[src/rtl/gol_step_sequencer.sv]
`default_nettype none
// ============================================================================
// Module   : gol_step_sequencer
// Purpose  : Computes one Game-of-Life generation into the back bank, then
//            swaps banks on the display frame boundary.
// Options  : define GOL_TORUS_EN for toroidal (wrap-around) board edges.
// Revision : 1.0 - initial release
// ============================================================================
module gol_step_sequencer #(
  parameter int COLS  = 20,
  parameter int ROWS  = 15,
  parameter int AW    = 9,
  parameter int GEN_W = 16
) (
  input  logic             clk,
  input  logic             rst,
  input  logic             step_req,
  input  logic             frame_sync,
  output logic             rd_en,
  output logic [AW-1:0]    rd_addr,
  input  logic             rd_data,
  output logic             wr_en,
  output logic [AW-1:0]    wr_addr,
  output logic             wr_data,
  output logic             front_bank,
  output logic             busy,
  output logic [GEN_W-1:0] gen_count
);

  localparam int c_XW = (COLS > 1) ? $clog2(COLS) : 1;
  localparam int c_YW = (ROWS > 1) ? $clog2(ROWS) : 1;

  typedef enum logic [2:0] {
    S_IDLE      = 3'd0,
    S_FETCH     = 3'd1,
    S_DRAIN     = 3'd2,
    S_WRITE     = 3'd3,
    S_WAIT_SWAP = 3'd4
  } state_t;

  state_t          r_state;
  logic [c_XW-1:0] r_x;
  logic [c_YW-1:0] r_y;
  logic [3:0]      r_k;
  logic [3:0]      r_count;
  logic            r_self;
  logic            r_acc_en;
  logic [3:0]      r_acc_k;

  logic            w_last_x;
  logic            w_last_cell;
  logic [c_XW-1:0] w_next_x;
  logic [c_YW-1:0] w_next_y;
  logic [c_XW-1:0] w_ix;
  logic [c_YW-1:0] w_iy;
  logic [3:0]      w_ik;
  int              w_nx;
  int              w_ny;
  logic            w_iss_en;
  logic [AW-1:0]   w_iss_addr;
  logic [3:0]      w_count;
  logic            w_self;
  logic            w_next_cell;

  assign w_last_x    = (r_x == c_XW'(COLS - 1));
  assign w_last_cell = w_last_x && (r_y == c_YW'(ROWS - 1));
  assign w_next_x    = w_last_x ? '0 : r_x + c_XW'(1);
  assign w_next_y    = w_last_x ? r_y + c_YW'(1) : r_y;

  // Cursor and neighbour index of the read issued at the coming edge.
  always_comb begin
    w_ix = r_x;
    w_iy = r_y;
    w_ik = r_k + 4'd1;
    case (r_state)
      S_IDLE: begin
        w_ix = '0;
        w_iy = '0;
        w_ik = 4'd0;
      end
      S_WRITE: begin
        w_ix = w_next_x;
        w_iy = w_next_y;
        w_ik = 4'd0;
      end
      default: ;
    endcase
  end

  always_comb begin
    w_nx     = int'(w_ix) + (int'(w_ik) % 3) - 1;
    w_ny     = int'(w_iy) + (int'(w_ik) / 3) - 1;
    w_iss_en = 1'b1;
`ifdef GOL_TORUS_EN
    if (w_nx < 0)
      w_nx = COLS - 1;
    else if (w_nx >= COLS)
      w_nx = 0;
    if (w_ny < 0)
      w_ny = ROWS - 1;
    else if (w_ny >= ROWS)
      w_ny = 0;
`else
    if (w_nx < 0 || w_nx >= COLS || w_ny < 0 || w_ny >= ROWS) begin
      w_iss_en = 1'b0;
      w_nx     = 0;
      w_ny     = 0;
    end
`endif
    w_iss_addr = AW'(w_ny * COLS + w_nx);
  end

  // Fold in the read data returned this cycle (issued one cycle earlier).
  always_comb begin
    w_count = r_count;
    w_self  = r_self;
    if (r_acc_en) begin
      if (r_acc_k == 4'd4)
        w_self = rd_data;
      else if (rd_data)
        w_count = r_count + 4'd1;
    end
    w_next_cell = (w_self && w_count == 4'd2) || (w_count == 4'd3);
  end

  always_ff @(posedge clk) begin
    if (rst) begin
      r_state    <= S_IDLE;
      r_x        <= '0;
      r_y        <= '0;
      r_k        <= '0;
      r_count    <= '0;
      r_self     <= 1'b0;
      r_acc_en   <= 1'b0;
      r_acc_k    <= '0;
      rd_en      <= 1'b0;
      rd_addr    <= '0;
      wr_en      <= 1'b0;
      wr_addr    <= '0;
      wr_data    <= 1'b0;
      front_bank <= 1'b0;
      busy       <= 1'b0;
      gen_count  <= '0;
    end else begin
      rd_en    <= 1'b0;
      wr_en    <= 1'b0;
      r_acc_en <= rd_en;
      r_acc_k  <= r_k;
      r_count  <= w_count;
      r_self   <= w_self;
      case (r_state)
        S_IDLE: begin
          if (step_req) begin
            busy    <= 1'b1;
            r_x     <= '0;
            r_y     <= '0;
            r_k     <= '0;
            r_count <= '0;
            rd_en   <= w_iss_en;
            rd_addr <= w_iss_addr;
            r_state <= S_FETCH;
          end
        end
        S_FETCH: begin
          if (r_k == 4'd8) begin
            r_state <= S_DRAIN;
          end else begin
            r_k     <= r_k + 4'd1;
            rd_en   <= w_iss_en;
            rd_addr <= w_iss_addr;
          end
        end
        S_DRAIN: begin
          wr_en   <= 1'b1;
          wr_addr <= AW'(int'(r_y) * COLS + int'(r_x));
          wr_data <= w_next_cell;
          r_count <= '0;
          r_state <= S_WRITE;
        end
        S_WRITE: begin
          r_k <= '0;
          if (w_last_cell) begin
            r_state <= S_WAIT_SWAP;
          end else begin
            r_x     <= w_next_x;
            r_y     <= w_next_y;
            rd_en   <= w_iss_en;
            rd_addr <= w_iss_addr;
            r_state <= S_FETCH;
          end
        end
        S_WAIT_SWAP: begin
          if (frame_sync) begin
            front_bank <= ~front_bank;
            gen_count  <= gen_count + GEN_W'(1);
            busy       <= 1'b0;
            r_state    <= S_IDLE;
          end
        end
        default: r_state <= S_IDLE;
      endcase
    end
  end

endmodule
`default_nettype wire

[config.mk]
export PLATFORM = sky130hd
export DESIGN_NAME = gol_step_sequencer
export DESIGN_NICKNAME = d
export VERILOG_FILES = /design/src/rtl/gol_step_sequencer.sv
export SDC_FILE = /design/constraint.sdc
export NUM_CORES = 1
export LEC_CHECK = 0
export CORE_MARGIN = 3
export CORE_UTILIZATION = 45
export CTS_CLUSTER_DIAMETER = 40
export CTS_CLUSTER_SIZE = 16
export DETAILED_ROUTE_END_ITERATION = 7
export PLACE_DENSITY = 0.68
export SLEW_MARGIN = 20
export SYNTH_ARGS = -nofsm -noshare
export SYNTH_HDL_FRONTEND = slang
export SYNTH_SLANG_ARGS = --single-unit
export TNS_END_PERCENT = 100
[constraint.sdc]
create_clock -name clk -period 13.6 [get_ports clk]
set_clock_uncertainty 0.05 [all_clocks]
set_input_delay 1.36 -clock clk [delete_from_list [all_inputs] [get_ports clk]]
set_output_delay 1.36 -clock clk [all_outputs]
set_load 0.05 [all_outputs]
Yosys cells after proc, flatten, opt, wreduce, memory -nomap -nowiden --
Cells that the tools add are included. W data, S select, Z words.
Word-level totals: output and inout port bits 39, bits in registers 65
Operators by class: bitwise gates (word level) 1, divide/modulo/power cells 2, multipliers 2, equality and inequality tests 15, $lt $le $gt $ge 4, add/subtract/negate cells 11, reduce and logical (&&, ||, !) cells 17, multiplexer cells 40
Operator list (count):
- $lt A32 B1 Y1 const B | 2
- $sub A32 B2 Y32 const B | 2
- $mux W4 | 9
- $mux W9 | 4
- $add A5 B32 Y32 | 1
- $add A6 B32 Y32 | 1
- $div A5 B3 Y32 const B | 1
- $ge A32 B5 Y1 const B | 1
- $ge A32 B6 Y1 const B | 1
- $mod A5 B3 Y32 const B | 1
- $mul A32 B4 Y7 const B | 1
- $mux W32 | 1
- $pmux W9 S3 | 1
- $pmux W4 S2 | 3
- $pmux W5 S2 | 2
- $add A16 B1 Y16 const B | 1
- $mux W5 | 3
- $pmux W3 S5 | 1
- $add A4 B1 Y4 const B | 3
- $mux W3 | 4
- $pmux W4 S3 | 1
- $reduce_and A3 Y1 | 4
- $ne A2 B2 Y1 const B | 5
- $add A9 B5 Y9 | 1
- other kinds (22) | 38

Logic depth before layout (Yosys ltp) --
Gate-level depths: netlist (run 1).
depth after elaboration 15, gate-level depth with buffers 42

Worst setup path after synthesis (run 1) --
OpenSTA, ideal clock, no wires.
kind reg2reg, from register r_state[1], to register rd_addr[8], library setup time 0.128 ns, data required time 13.422 ns, arrival 8.587 ns, slack 4.836 ns, stages on the path, launching flop included 42, cells stage by stage dfxtp_1 -> buf_2 -> nor2b_1 -> or3_1 -> clkbuf_1 -> nand2_1 -> inv_1 -> ha_1 -> ha_1 -> clkbuf_1 -> nor2_1 -> nor2_1 -> a21oi_1 -> ha_1 -> nor4b_1 -> and3_1 -> clkbuf_1 -> clkbuf_1 -> [6 not listed] -> nor3_2 -> or3_1 -> o221a_1 -> a21o_1 -> or4_1 -> buf_2 -> nor4b_1 -> ha_1 -> ha_1 -> fa_1 -> ha_1 -> inv_1 -> o21bai_1 -> a21oi_1 -> xnor2_1 -> nor2_1 -> a21oi_1 -> nor2_1
On the way: longest elaborated chain between the ends 15, elaborated cells on any way between the ends 33
RTL lines:
- from (decl) | RTL line 41 | state_t r_state;
- from (signal assigned) | RTL line 128 | r_state <= S_IDLE;
- from (signal assigned) | RTL line 161 | r_state <= S_FETCH;
- from (signal assigned) | RTL line 166 | r_state <= S_DRAIN;
- $eq A3 B2 Y1 or $logic_not A3 Y1 (tied branches) | RTL line 75, 151
- $reduce_or A2 Y1 (no source line)
- $mux W4 | RTL line 75 | case (r_state)
- $mod A5 B3 Y32 | RTL line 91 | w_nx = int'(w_ix) + (int'(w_ik) % 3) - 1;
- $add A6 B32 Y32 | RTL line 91
- $sub A32 B2 Y32 | RTL line 91
- $lt A32 B1 Y1 or $ge A32 B6 Y1 (tied branches) | RTL line 104 | if (w_nx < 0 || w_nx >= COLS || w_ny < 0 || w_ny >= ROWS) begin
- $logic_or A1 B1 Y1 (3 in a row) | RTL line 104
- $mux W32 | RTL line 104
- $mul A32 B4 Y7 | RTL line 110 | w_iss_addr = AW'(w_ny * COLS + w_nx);
- $add A9 B9 Y9 | RTL line 110
- $mux W9, on equally long branches | RTL line 182, 153, 165
- $pmux W9 S3 | RTL line 151 | case (r_state)
- to (signal assigned) | RTL line 160 | rd_addr <= w_iss_addr;
- to (signal assigned) | RTL line 170 | rd_addr <= w_iss_addr;
- to (signal assigned) | RTL line 188 | rd_addr <= w_iss_addr;
- to (decl) | RTL line 20 | output logic [AW-1:0] rd_addr,
Several ways; a longest one is shown, not always the timed one. The select of a mux whose other input is x is not followed. A chain may end at the register's enable or synchronous reset.

Worst setup path in the final report (run 1) --
from register r_state[0], to register rd_addr[8]
Same word-level chain as after synthesis.

==> impl_metrics.tcl, run 1 <==
set metrics [dict create \
    status "complete, no violations" \
    place_area_sq_mm 0.00745 \
    powerDensity_mw_per_mm2 72.0 \
    finalMaxSlewViolations 0 \
    drive_above_1_share_pct 5.95 \
    intPower_uw 388 \
    finalSetupViolCount 0 \
    cp_slowest_stage_delay_ns 0.69 \
    routed_wl_mm 17.9 \
    setup.worst_path.class "register to register" \
    detail-route-antenna-nets 0 \
    syn_area_sq_mm 0.00695 \
    tns_ns 0 \
    die_x_microns 130 \
    cp-startpoint "r_state[0]$_SDFFE_PP0P_" \
    cts_buffer_depth 2 \
    cap_violations 0 \
    worstPathArrival_ns 10.01 \
    core_area_sq_mm 0.0148 \
    port-buffer-count 43 \
    power_frac_comb_pct 23.2 \
    min_period_over_period_pct 72.5 \
    cts-root-buf "clkbuf_16" \
    hold_buffers 0 \
    cts.reportedPaths.clkPinSlew_ns 0.06 \
    cp_common_cell "ha_1" \
    fillers 1425 \
    grt_max_degree 61 \
    p_sw_uw 171 \
    antenna_cells 0 \
    gr-total-overflow 0 \
    synthToLayoutAreaGrowth_pct 11.7 \
    fin_crit_ns 9.87 \
    clock_latency_ns 0.33 \
    final_cell_mix "nor2_1 (127), a21oi_1 (89), nand2_1 (79)" \
    numCtsBuffers 9 \
    die_h_microns 130 \
    critPathLaunchType "register" \
    grt_pass1_vias 6178 \
    peakVddDrop_v 0.0000604 \
    ys_warn_count 0 \
    ios 44 \
    min_from "wr_addr[4]$_SDFFE_PP0P_" \
    nets 1054 \
    first_pass_iters 6 \
    stdcell_area_sq_mm 0.00776 \
    syn_area_per_cell_sq_um 7.30 \
    cts_resized 0 \
    critPathSlowestCell "nor4b_1" \
    p_clk_share_pct 41.9 \
    ys.flop_type "dfxtp_1" \
    hold_violations 0 \
    fmax_ghz 0.101 \
    rsz0062_at_grt "false" \
    final_common_cell "nor2_1" \
    ys_seq_area_share_pct 18.7 \
    synth-async-reset-ratio_pct 0 \
    tightestPinTransition_ns 0.832 \
    netSwitchingFraction_pct 30.6 \
    postSynthCellCount 952 \
    critPathRequiredTime_ns 13.75 \
    clock-sinks 65 \
    dr_total_vias 6767 \
    antenna_found_initial 0 \
    dieArea_sq_mm 0.0170 \
    dpl.hpwl_mm 13.8 \
    ys_types 81 \
    drc 0 \
    cts_tree "built" \
    wl_per_cell_microns 15.5 \
    start_util_pct 46.9 \
    min_path_type "register to register" \
    htree_levels 3 \
    synth-seq-cells 65 \
    p_leak_uw 0.00328 \
    p_seq_share_pct 34.9 \
    synth_edf_count 0 \
    cp_max_fo 18 \
    grt_pass1_wl_mm 29.7 \
    slew_headroom_pct 43.7 \
    total_power_uw 559 \
    endpoint_kind "register" \
    track_usage_pct 21.3 \
    r2r_start "r_state[0]$_SDFFE_PP0P_" \
    whs_ns 0.400 \
    vias_per_cell 5.84 \
    gp_congestion 0.970 \
    row_count 44 \
    drt_iter0_drc 514 \
    postCtsSetupRepairBufs 0 \
]
## state kept, by name, summed over array words and instances, names as in the netlist
name	cells
busy	1
front_bank	1
gen_count	16
r_acc_en	1
r_acc_k	4
r_count	4
r_k	4
r_self	1
r_state	3
r_x	5
r_y	4
rd_addr	9
rd_en	1
wr_addr	9
wr_data	1
wr_en	1
## kinds of logic (layout without fill, tap and decap cells)
kind of cell	after synthesis	after routing	share of synthesized area [%]
compound gates	240	240	22.5
flops	65	65	18.7
fa+ha+maj	80	80	15.1
buf+inv	102	120	5.96
mux	16	16	2.31
xor+xnor	47	47	5.93
simple gates	401	401	29.5
other cells	1	5	0.0540
## cells in the mapped netlist, types with 3 or more instances
master	number	area share [%]
xor2_1	19	2.4
o21ai_0	44	3.2
nor3b_1	8	0.86
a2111oi_0	4	0.50
nor4b_1	8	1.0
a211oi_1	11	1.2
nor3_1	24	1.7
a31oi_1	6	0.54
o21a_1	5	0.54
and3b_1	3	0.38
and3_1	6	0.54
o31ai_1	4	0.43
nand3b_1	5	0.54
inv_1	56	3.0
clkbuf_1	33	1.8
nand3_1	27	1.9
nor3_2	3	0.43
buf_2	5	0.36
dfxtp_1	65	19
a21boi_0	4	0.43
nor4_1	11	0.99
a41oi_1	3	0.38
and2_1	11	0.99
o2111ai_1	4	0.50
nand2b_1	15	1.4
or3_1	14	1.3
a21oi_1	89	6.4
or4_1	8	0.86
fa_1	6	1.7
or2_2	11	0.99
a21o_1	12	1.3
xnor2_1	28	3.5
a22oi_1	4	0.43
mux2i_1	16	2.3
o211ai_1	10	1.1
ha_1	74	13
nand4_1	15	1.4
nand2_1	79	4.3
o21bai_1	3	0.32
o22ai_1	5	0.45
nor2b_1	13	1.2
nor2_1	127	6.9
## power groups by stage
| stage | registers, uW | logic (uW) | clock network, uW |
|---|---|---|---|
| 4_1_cts | 195 | 128 | 239 |
| 3_5_place_dp | 199 | 127 | 0 |
| 6_report | 195 | 130 | 234 |
| 2_1_floorplan | 202 | 96.3 | 0 |
| 5_1_grt | 195 | 141 | 249 |
| 3_3_place_gp | 199 | 128 | 0 |
## cell type report
class                      count  area, sq um  share of cell area, %
sequential                    65         1300                   16.8
clock buffer                  10          239                   3.08
clock inverter                 6         67.6                  0.871
inverter                      56          210                   2.71
tap                          184          230                   2.97
multi-input combinational    789         5250                   67.6
timing repair buffer          48          463                   5.96
## final timing paths
kind                                  end  slack [ns]  cells past startpoint
setup / recovery  rd_addr[8]$_SDFFE_PP0P_        3.73                     34
hold / removal    wr_addr[4]$_SDFFE_PP0P_        0.40                      2
setup reg to reg  rd_addr[8]$_SDFFE_PP0P_        3.73                     34
hold reg to reg   wr_addr[4]$_SDFFE_PP0P_        0.40                      2
## critical path, delay by kind of cell (launching register included)
family                     cells  cell delay (ns)
AOI/OAI and AO/OA              7             1.21
adders and majority gates      8             2.56
and+or+nand+nor               16             4.81
buffers and inverters          2             0.32
DFF                            1             0.63
xor gates and xnor gates       1             0.14
## metal layers
metal  track usage, %  share of wire, %  up-vias
met5                0                 0        -
li1                 -                 -     3439
met4             6.72               2.4        0
met2             37.1                47      185
met3             2.29               4.3       34
met1             27.5                46     3109
## metrics by stage
stage / instances / setup WS [ns] / utilization (%)
2_1_floorplan: 956 / 4.84 / -
3_3_place_gp: 1142 / 3.99 / 50.3
3_5_place_dp: 1142 / 3.83 / 50.3
4_1_cts: 1158 / 3.79 / 52.4
5_1_grt: 1158 / 3.01 / 52.4
6_report: 1158 / 3.73 / 52.4
Note: power is estimated with default switching activity, not from simulation.
==> inputs of run 2 (changes only) <==
--- a/config.mk
+++ b/config.mk
@@ -10,7 +10,7 @@
 export CTS_CLUSTER_DIAMETER = 40
 export CTS_CLUSTER_SIZE = 16
 export DETAILED_ROUTE_END_ITERATION = 7
-export PLACE_DENSITY = 0.68
+export PLACE_DENSITY = 0.71
 export SLEW_MARGIN = 20
 export SYNTH_ARGS = -nofsm -noshare
 export SYNTH_HDL_FRONTEND = slang
==> constraint.sdc (replaced) <==
create_clock -name clk -period 8.1 [get_ports clk]
set_clock_uncertainty 0.05 [all_clocks]
set_input_delay 0.81 -clock clk [delete_from_list [all_inputs] [get_ports clk]]
set_output_delay 0.81 -clock clk [all_outputs]
set_load 0.05 [all_outputs]
==> impl_metrics.tcl, run 2 (synthesis gave the netlist of run 1 again) <==
set metrics [dict create \
    status "complete, no violations" \
    dr_total_vias 7436 \
    final_common_cell "buf_4" \
    gr-total-overflow 0 \
    cp_max_fo 6 \
    worstPathArrival_ns 8.10 \
    fin_crit_ns 7.95 \
    netSwitchingFraction_pct 30.0 \
    cts_tree "built" \
    p_seq_share_pct 31.1 \
    grt.busiest_layer "met2" \
    critPathLaunchType "register" \
    vias_per_cell 5.60 \
    drc 0 \
    die_h_microns 130 \
    place_ws_ns -0.307 \
    min_path_type "register to register" \
    endpoint_kind "register" \
    synthToLayoutAreaGrowth_pct 38.1 \
    routed_wl_mm 20.4 \
    die_x_microns 130 \
    power_frac_comb_pct 28.4 \
    nets 1223 \
    track_usage_pct 23.2 \
    grt_util_met3_pct 2.54 \
    p_sw_uw 315 \
    gp_congestion 0.962 \
    top_register "gen_count" \
    rsz0062_at_grt "true" \
    cp_common_cell "ha_4" \
    layout_setup_ws_ns 0.150 \
    first_pass_iters 5 \
    detail-route-antenna-nets 0 \
    start_util_pct 46.9 \
    ios 44 \
    use_met2_pct 40.6 \
    antenna_cells 0 \
    htree_levels 3 \
    hold_violations 0 \
    cts.reportedPaths.clkPinSlew_ns 0.06 \
    dpl.hpwl_mm 15.3 \
    intPower_uw 734 \
    row_count 44 \
    port-buffer-count 43 \
    p_clk_share_pct 40.5 \
    fmax_ghz 0.126 \
    numCtsBuffers 9 \
    largest_reg_flops 16 \
    peakVddDrop_v 0.000112 \
    setup.worst_path.class "register to register" \
    critPathSlowestCell "or4_4" \
    clock_latency_ns 0.33 \
    finalSetupViolCount 0 \
    final_cell_mix "buf_4 (167), nor2_1 (124), a21oi_1 (79)" \
    top_regs "gen_count: 16 flops, rd_addr: 9 flops, wr_addr: 9 flops" \
    clock-sinks 65 \
    p_leak_uw 0.00421 \
    slew_headroom_pct 30.5 \
    cp_slowest_stage_delay_ns 0.56 \
    cts-root-buf "clkbuf_16" \
    tightestPinTransition_ns 1.03 \
    cap_violations 0 \
    tns_ns 0 \
    utilization_pct 64.8 \
    finalMaxSlewViolations 0 \
    antenna_found_initial 1 \
    grt_max_degree 61 \
    critPathRequiredTime_ns 8.25 \
    grt_pass1_vias 6902 \
    grtUsageMet1_pct 30.1 \
    powerDensity_mw_per_mm2 109 \
    min_period_over_period_pct 98.1 \
    grt_pass1_wl_mm 32.6 \
    core_area_sq_mm 0.0148 \
    drive_above_1_share_pct 26.5 \
    wl_per_cell_microns 15.4 \
    dieArea_sq_mm 0.0170 \
    cts_buffer_depth 2 \
    drt_iter0_drc 470 \
]
## run 2: cell types whose count changed in the layout (fill, tap and decap cells not counted), sizes merged
cell,delta
buf,+168
and3,+1
bufinv,+1
clkinv,-1
clkinvlp,-1
inv,+1
## run 2: area by class of cell
class	instances	area, sq um
multi-input cells	790	5760
fillers	1255	5220
repair buffers	216	1750
flip-flops and latches	65	1310
clock buffers	10	239
well taps	184	230
inverters	56	213
clock inverters	6	90.1
## run 2: timing repair
| item | CTS | global route |
|---|---|---|
| hold buffers | 0 | 0 |
| cloned | 0 | 1 |
| buffers inserted | 1 | 16 |
| endpoints found under the setup margin | 3 | 5 |
| pin swaps | 4 | 41 |
| resized for setup | 14 | 83 |
## run 2: power groups by stage
| stage | clock [uW] | combinational [uW] | sequential [uW] |
|---|---|---|---|
| after CTS | 431 | 271 | 325 |
| after detailed placement | 0 | 266 | 332 |
| after floorplan | 0 | 170 | 340 |
| after global placement | 0 | 266 | 332 |
| final | 425 | 298 | 326 |
| after global routing | 443 | 322 | 326 |
## run 2: critical path, delay by kind of cell (launching register included)
family | cells | cell delay, ns
buffers and inverters | 3 | 0.22
xor gates and xnor gates | 1 | 0.13
and+or+nand+nor | 10 | 2.65
adders and majority gates | 10 | 2.60
AOI/OAI and AO/OA | 9 | 1.40
muxes | 2 | 0.39
DFF | 1 | 0.34
## run 2: final timing paths
| path | startpoint | to | slack [ns] | cells past startpoint |
|---|---|---|---|---|
| worst max-delay path | r_state[0]$_SDFFE_PP0P_ | rd_addr[8]$_SDFFE_PP0P_ | 0.15 | 35 |
| worst min register to register | wr_addr[2]$_SDFFE_PP0P_ | wr_addr[2]$_SDFFE_PP0P_ | 0.41 | 2 |
| worst max register to register | r_state[0]$_SDFFE_PP0P_ | rd_addr[8]$_SDFFE_PP0P_ | 0.15 | 35 |
| worst min-delay path | wr_addr[2]$_SDFFE_PP0P_ | wr_addr[2]$_SDFFE_PP0P_ | 0.41 | 2 |
## run 2: metal layers
metal,up-vias,wire (microns)
met5,-,13
met4,2,426
met3,34,796
met2,165,9880
met1,3450,9260
li1,3785,-
## run 2: stage by stage
step	instance area (sq um)	power (uW)	hold WS [ns]	cells
after floorplan	7090	509	0.395	956
after global placement	8680	598	0.389	1293
after detailed placement	8680	599	0.402	1293
after CTS	9070	1030	0.410	1310
after global routing	9590	1090	0.427	1327
final	9590	1050	0.414	1327
